<file path="config.mk">
export PLATFORM = sky130hd
export DESIGN_NAME = tmds_lane_gearbox
export DESIGN_NICKNAME = d
export VERILOG_FILES = /design/src/rtl/tmds_lane_gearbox.sv
export SDC_FILE = /design/constraint.sdc
export NUM_CORES = 1
export LEC_CHECK = 0
export BUFFER_PORTS_ARGS = -buffer_cell sky130_fd_sc_hd__buf_4
export CAP_MARGIN = 20
export CORE_MARGIN = 1
export CORE_UTILIZATION = 55
export DETAILED_ROUTE_END_ITERATION = 16
export HOLD_SLACK_MARGIN = 0.1
export PLACE_DENSITY = 0.76
export SLEW_MARGIN = 10
export SYNTH_ARGS = -nofsm -noshare
export SYNTH_HDL_FRONTEND = slang
export SYNTH_SLANG_ARGS = --single-unit
</file>
<file path="constraint.sdc">
create_clock -name ddr_bit_clock -period 4.72 [get_ports ddr_bit_clock]
set_input_delay 0.944 -clock ddr_bit_clock [delete_from_list [all_inputs] [get_ports ddr_bit_clock]]
set_output_delay 0.944 -clock ddr_bit_clock [all_outputs]
set_load 0.02 [all_outputs]
</file>
<file path="src/rtl/tmds_lane_gearbox.sv">
// Multi-lane 10-bit TMDS word to OUT_W-bit-per-clock serializer.
// One holding register per lane feeds a shift register reloaded every SLOTS cycles.
module tmds_lane_gearbox #(
  parameter int         LANES     = 3,
  parameter int         OUT_W     = 2,
  parameter bit         LSB_FIRST = 1'b1,
  parameter logic [9:0] IDLE_WORD = 10'b1101010100
) (
  input  logic                   ddr_bit_clock,
  input  logic                   reset,
  input  logic [LANES*10-1:0]    data,
  input  logic                   data_valid,
  output logic                   data_ready,
  input  logic                   pattern_en,
  output logic [LANES*OUT_W-1:0] serial_out,
  output logic                   word_start,
  output logic                   underflow,
  output logic [7:0]             underflow_count
);

  localparam int SLOTS = 10 / OUT_W;
  localparam int SW    = $clog2(SLOTS);
  localparam logic [SW-1:0] LAST = SW'(SLOTS - 1);

  if (OUT_W != 1 && OUT_W != 2 && OUT_W != 5) begin : g_bad_out_w
    $error("tmds_lane_gearbox: OUT_W must be 1, 2 or 5");
  end

  logic [9:0]    sr [LANES];
  logic [9:0]    hr [LANES];
  logic          hold_full;
  logic [SW-1:0] slot;
  logic          load;
  logic          xfer;

  assign load       = (slot == LAST);
  assign xfer       = data_valid & ~hold_full;
  assign data_ready = ~hold_full;
  assign word_start = (slot == '0);

  always_ff @(posedge ddr_bit_clock) begin
    if (!reset) begin
      for (int n = 0; n < LANES; n++) begin
        sr[n] <= '0;
        hr[n] <= '0;
      end
      hold_full       <= 1'b0;
      slot            <= LAST;
      underflow       <= 1'b0;
      underflow_count <= '0;
    end else begin
      underflow <= 1'b0;
      slot      <= load ? '0 : slot + SW'(1);
      if (load) begin
        if (pattern_en) begin
          for (int n = 0; n < LANES; n++)
            sr[n] <= IDLE_WORD;
        end else if (hold_full) begin
          for (int n = 0; n < LANES; n++)
            sr[n] <= hr[n];
          hold_full <= 1'b0;
        end else begin
          for (int n = 0; n < LANES; n++)
            sr[n] <= IDLE_WORD;
          underflow <= 1'b1;
          if (underflow_count != 8'hFF)
            underflow_count <= underflow_count + 8'd1;
        end
      end else begin
        for (int n = 0; n < LANES; n++)
          sr[n] <= LSB_FIRST ? (sr[n] >> OUT_W)
                             : (sr[n] << OUT_W);
      end
      // Never coincides with a load from HR: that needs hold_full=1.
      if (xfer) begin
        for (int n = 0; n < LANES; n++)
          hr[n] <= data[n*10 +: 10];
        hold_full <= 1'b1;
      end
    end
  end

  for (genvar n = 0; n < LANES; n++) begin : g_lane
    for (genvar k = 0; k < OUT_W; k++) begin : g_bit
      if (LSB_FIRST) begin : g_lsb
        assign serial_out[n*OUT_W+k] = sr[n][k];
      end else begin : g_msb
        assign serial_out[n*OUT_W+k] = sr[n][9-k];
      end
    end
  end

endmodule

</file>
# Word level (Yosys, flattened, before mapping)
# Memories as Yosys holds them, arrays and structs flattened.
# Index checks and enable logic that the tools add are counted.
[totals]
ff_bits = 13
mem_bits_rw = 60
in_bits = 34
out_inout_bits = 17
word_cells = 76
memories = 2
[mem_list]
columns = ["name", "words", "word_bits", "read_ports", "rd_clocked_by_memory_dff", "wr", "line_no", "rtl"]
rows = [
  ["hr", 3, 10, 3, 0, 3, "30", "logic [9:0] hr [LANES];"],
  ["sr", 3, 10, 3, 0, 3, "29", "logic [9:0] sr [LANES];"],
]
[classes]
addsub = 2
eq_ne = 3
muxes = 40
bitwise = 19
n_reduce_logical = 5
[op_table]
columns = ["operator", "n"]
rows = [
  ["two-way mux 10 bit", 15],
  ["two-way mux 1 bit", 24],
  ["bitwise OR 1 bit", 15],
  ["adder 8 x 1 -> 8 bit, second input constant", 1],
  ["!= test 8 bit, second input constant", 1],
  ["AND reduction 4 bit", 1],
  ["adder 3 x 1 -> 3 bit, second input constant", 1],
  ["== test 3 bit, second input constant", 1],
  ["logical NOT 3 bit", 1],
  ["two-way mux 3 bit", 1],
  ["NOT 1 bit", 3],
  ["!= test 2 x 1 -> 1 bit, second input constant", 1],
  ["AND reduction 2 bit", 1],
  ["nonzero test 2 bit", 1],
  ["OR reduction 2 bit", 1],
  ["AND 1 bit", 1],
]

# Longest topological paths before layout
[depth]
word_depth = 8
ltp_mapped = 7
mapped_depth_nobuf = 6

# Least setup slack after synthesis
# OpenSTA, ideal clock, no wires.
[synth_timing]
kind = "input -> register"
startpoint = "in data_valid"
endpoint = "mem hr[0][0], enable pin"
setup_ns = 0.459
arrival_time_ns = 3.123
t_required_ns = 4.261
path_slack_ns = 1.138
stages = 2
path_buffers = 0
path_cell_list = "inv_1 o21ai_0"
[synth_lines]
columns = ["item", "line_no", "rtl"]
rows = [
  ["start: declaration", "12", "input logic data_valid,"],
  ["end: declaration", "30", ""],
]

# Worst setup path after layout
[layout_timing]
startpoint = "reg slot[0]"
endpoint = "out word_start"
[layout_via]
elab_chain_len = 1
[layout_rtl]
columns = ["item", "line_no", "rtl"]
rows = [
  ["start: declaration", "32", "logic [SW-1:0] slot;"],
  ["start signal: assignment", "53", "slot <= load ? '0 : slot + SW'(1);"],
  ["logical NOT 3 bit", "39", "assign word_start = (slot == '0);"],
  ["end: declaration", "16", "output logic word_start,"],
]
# No other way between the ends.

==> out/results.env <==
DRIVE_ABOVE_1_SHARE_PCT=25.0
POST-SYNTH-TOP-AREA-CELL='edfxtp_1'
HOLD_DEPTH=2
REMAINING_NUMBER_OF_NETS_FLAGGED_BY_THE_ANTENNA_CHECK_AFTER_ROUTING=0
ROOT_BUFFER='clkbuf_8'
WORSTHOLDSTART='underflow_count[6]'
RELSLEWSLACK_PCT=35.5
WORST_R2R_STARTPOINT='slot[0]'
LAYOUT.NETS=321
CRITICAL-PATH-MAX-STAGE-DELAY_NS=0.33
ROUTABILITYCONGESTION=0.829
DIE_WIDTH_UM=75.9
FINAL_INSTANCE_COUNT_WITHOUT_FILLER_CELLS=358
RUN_STATUS='completed'
WORST_SETUP_PATH_STARTPOINT='slot[0]'
WORSTPATHCELLLIST='inv_1 > ha_1 > nor2b_1 > buf_4'
YOSYS_REGISTER_BITS=73
CLOCKBUFFERDEPTH=2
SYNTH-MAIN-FF-CELL='edfxtp_1'
CLOCK_LATENCY_REPORTED_FOR_THE_LATE_SIDE_OF_THE_WORST_SKEW_PAIR_NS=0.33
TIMING.RR.END='sr[0][16]'
END_KIND='output port'
FINISH.INSTANCE_AREA_MM2=0.00370
DRT-TOTAL-WL_MM=4.75
CRIT_SHARE_POST_ROUTE_PCT=47.1
FP.COREAREA_MM2=0.00517
CLK_PIN_SLEW_NS=0.07
SYNTHESIS.INSTANCES=206
FIRST_PASS_GRT_WIRE_LENGTH_MM=7.79
NETLIST.AREA_LEADER.SHARE_PCT=60.0
CP-START-KIND='flip-flop'
STD_CELL_ROWS=26
MAPPEDNETLISTAREA_MM2=0.00301
CRITPATHREQUIREDTIME_NS=3.78
DP_HPWL_MM=3.19
STATIC-LEAKAGE-POWER_nW=1.58
FINAL.SETUP.TNS_NS=0
DIE_AREA_MM2=0.00576
AVGSYNTHCELLAREA_UM2=14.6
REG2REG_DEPTH=6
ROUTE.VIAS.TOTAL=1799
CTS_RESIZED=0
YOSYSUNIQUECELLTYPES=41
BOUNDARYPINS=51
FINAL.MIN_CLOCK_PERIOD_NS=2.22
SYNTH-EDFF-COUNT=60
SYNTH_SEQ_AREA_SHARE_PCT=68.6
MAX_FANOUT_ON_CRITICAL_PATH=5
DP.CELLS=342
HTREE_NUM_LEVELS=3
ANTENNA_CELLS_INSERTED=0
GRT_PASS1_VIAS=1696
AREAGROWTHSYNTHTOFINISH_PCT=23.0
DIE_HEIGHT_UM=75.9
MAX_CLOCK_FREQ_GHz=0.450
HOLD_VIOLATIONS=0
N_FILL_CELL=346
POST-ROUTE-UTIL_PCT=71.5
YS_WARN_COUNT=0
GRTUSAGETOTAL_PCT=18.2
CRITICAL_PATH.SLOWEST_CELL='dfxtp_1'
YS_TOP_CELLS_BY_AREA='edfxtp_1 60%, dfxtp_1 8.7%, and2_1 6.5%'
POWER_mW=1.38
POST-CTS-SETUP-BUFFER-COUNT=0
DRCVIOLATIONCOUNT=0
DR.FIRST_ITER.DRC_COUNT=80
SETUP.WORST_PATH.CLASS='reg2out'
REPORT.FINAL.SLEW_VIOL_COUNT=0
RATIO_OF_TOTAL_POWER_TO_CELL_AREA_mW_PER_MM2=373
MIN_TO='underflow_count[6]'
DRV.MAX_CAP_VIOLATION_COUNT=0
INITIAL_CORE_UTIL_PCT=58.1
WORST-SLEW-PIN-TRANSITION_NS=0.964
WL_PER_CELL_UM=13.3
CTS-HOLD-FIX-BUFFERS=0
FINAL.SETUP_SKEW_NS=0.00595
HOLD_PATH.CLASS='reg2reg'
R2R_SETUP_SLACK_NS=2.80
TRITONCTS_CLOCK_TREE='yes'
VIA_PER_INST=5.03
GRT-OVFL-TOTAL=0
ANTENNA_VIOLATIONS_BEFORE_REPAIR=0
PEAK_SUPPLY_DROP_mV=0.293
WORSTPATHARRIVAL_NS=1.28
SETUP_VIOL_COUNT_FINAL=0
GRT_MAX_DEGREE=31
DRT_FIRST_PASS_ITERS=4
PORT_BUFFER_CELLS=50
RSZ0062_AT_GRT='false'
TRITONCTS_NUM_SINKS=73
CTS-BUFFERS-INSERTED=9
SYNTH-ASYNC-RESET-RATIO_PCT=0
POST_DP_CELL_AREA_MM2=0.00351
placed cells by master, fill, tap and decap left out, drive strengths merged, types with 3 or more instances in the layout:
master  instances
a21oi           3
o21ai           4
nand2           6
nand4           3
mux2i           3
a221o           9
nor2            4
inv             8
dfxtp          13
conb           30
edfxtp         60
clkbuf          9
a21o            6
and2           31
buf            53
ha              3
clkinv          5
a22o           15
layout make-up:
type / count / area (um2) / area share (%)
flip-flops and latches: 73 / 2060 / 55.8
well taps: 70 / 87.6 / 2.37
clock inverters: 6 / 50.0 / 1.35
repair buffers: 53 / 402 / 10.9
clock buffers: 9 / 124 / 3.35
multi-input cells: 139 / 942 / 25.5
inverters: 8 / 30.0 / 0.812
cell usage after synthesis (all sizes together), types with 2 or more instances:
cell,number
nor3,2
mux2i,3
a22o,15
ha,3
buf,11
nand2b,2
clkbuf,4
inv,8
a21o,6
a21oi,3
edfxtp,60
dfxtp,13
nand2,6
nand4,3
nor2,4
a221o,9
o21ai,4
nor4,2
and3,2
nor2b,2
and2,31
power breakdown:
group / switching [mW] / internal (mW) / leakage (nW)
combinational: 0.0839 / 0.0757 / 0.749
sequential: 0.0209 / 0.764 / 0.737
clock: 0.201 / 0.233 / 0.0890
total: 0.306 / 1.07 / 1.58
worst max-delay path: cells and delay by family, from the launching register on:
family	cells	cell delay [ns]
buf+inv	2	0.22
fa+ha+maj	1	0.25
flops	1	0.33
simple gates	1	0.15
worst max path at each step:
stage | to | slack [ns]
after floorplan | hr[0][0] | 1.14
after global placement | sr[0][22] | 2.23
after detailed placement | sr[0][16] | 2.19
after CTS | word_start | 2.48
after global routing | word_start | 2.40
final | word_start | 2.50
logic make-up (layout without fill, tap and decap cells):
family | after synthesis | in the layout | share of synthesized area (%)
other | 1 | 30 | 0.125
AOI/OAI and AO/OA | 44 | 44 | 12.0
DFF | 73 | 73 | 68.6
xor gates and xnor gates | 1 | 1 | 0.291
and+or+nand+nor | 58 | 58 | 12.4
adders and majority gates | 3 | 3 | 1.25
buffers and inverters | 23 | 76 | 4.33
muxes | 3 | 3 | 0.999
metrics by stage:
stage,worst slack [ns],hold WS [ns]
after floorplan,1.14,0.460
final,2.50,0.495
after detailed placement,2.19,0.487
after global placement,2.23,0.481
after CTS,2.48,0.497
after global routing,2.40,0.535
registers in the layout (all words and copies together) (netlist names):
signal	cells
slot	3
underflow	1
underflow_count	8
sr	30
hold_full	1
hr	30
routing by layer:
layer	track usage (%)	part of all wire (%)	up-vias
li1	-	-	894
met1	22.3	43	842
met2	29.5	50	52
met3	5.54	4.8	11
met4	9.04	1.9	0
met5	0	0	-
Power figures use the tool's default switching activity.
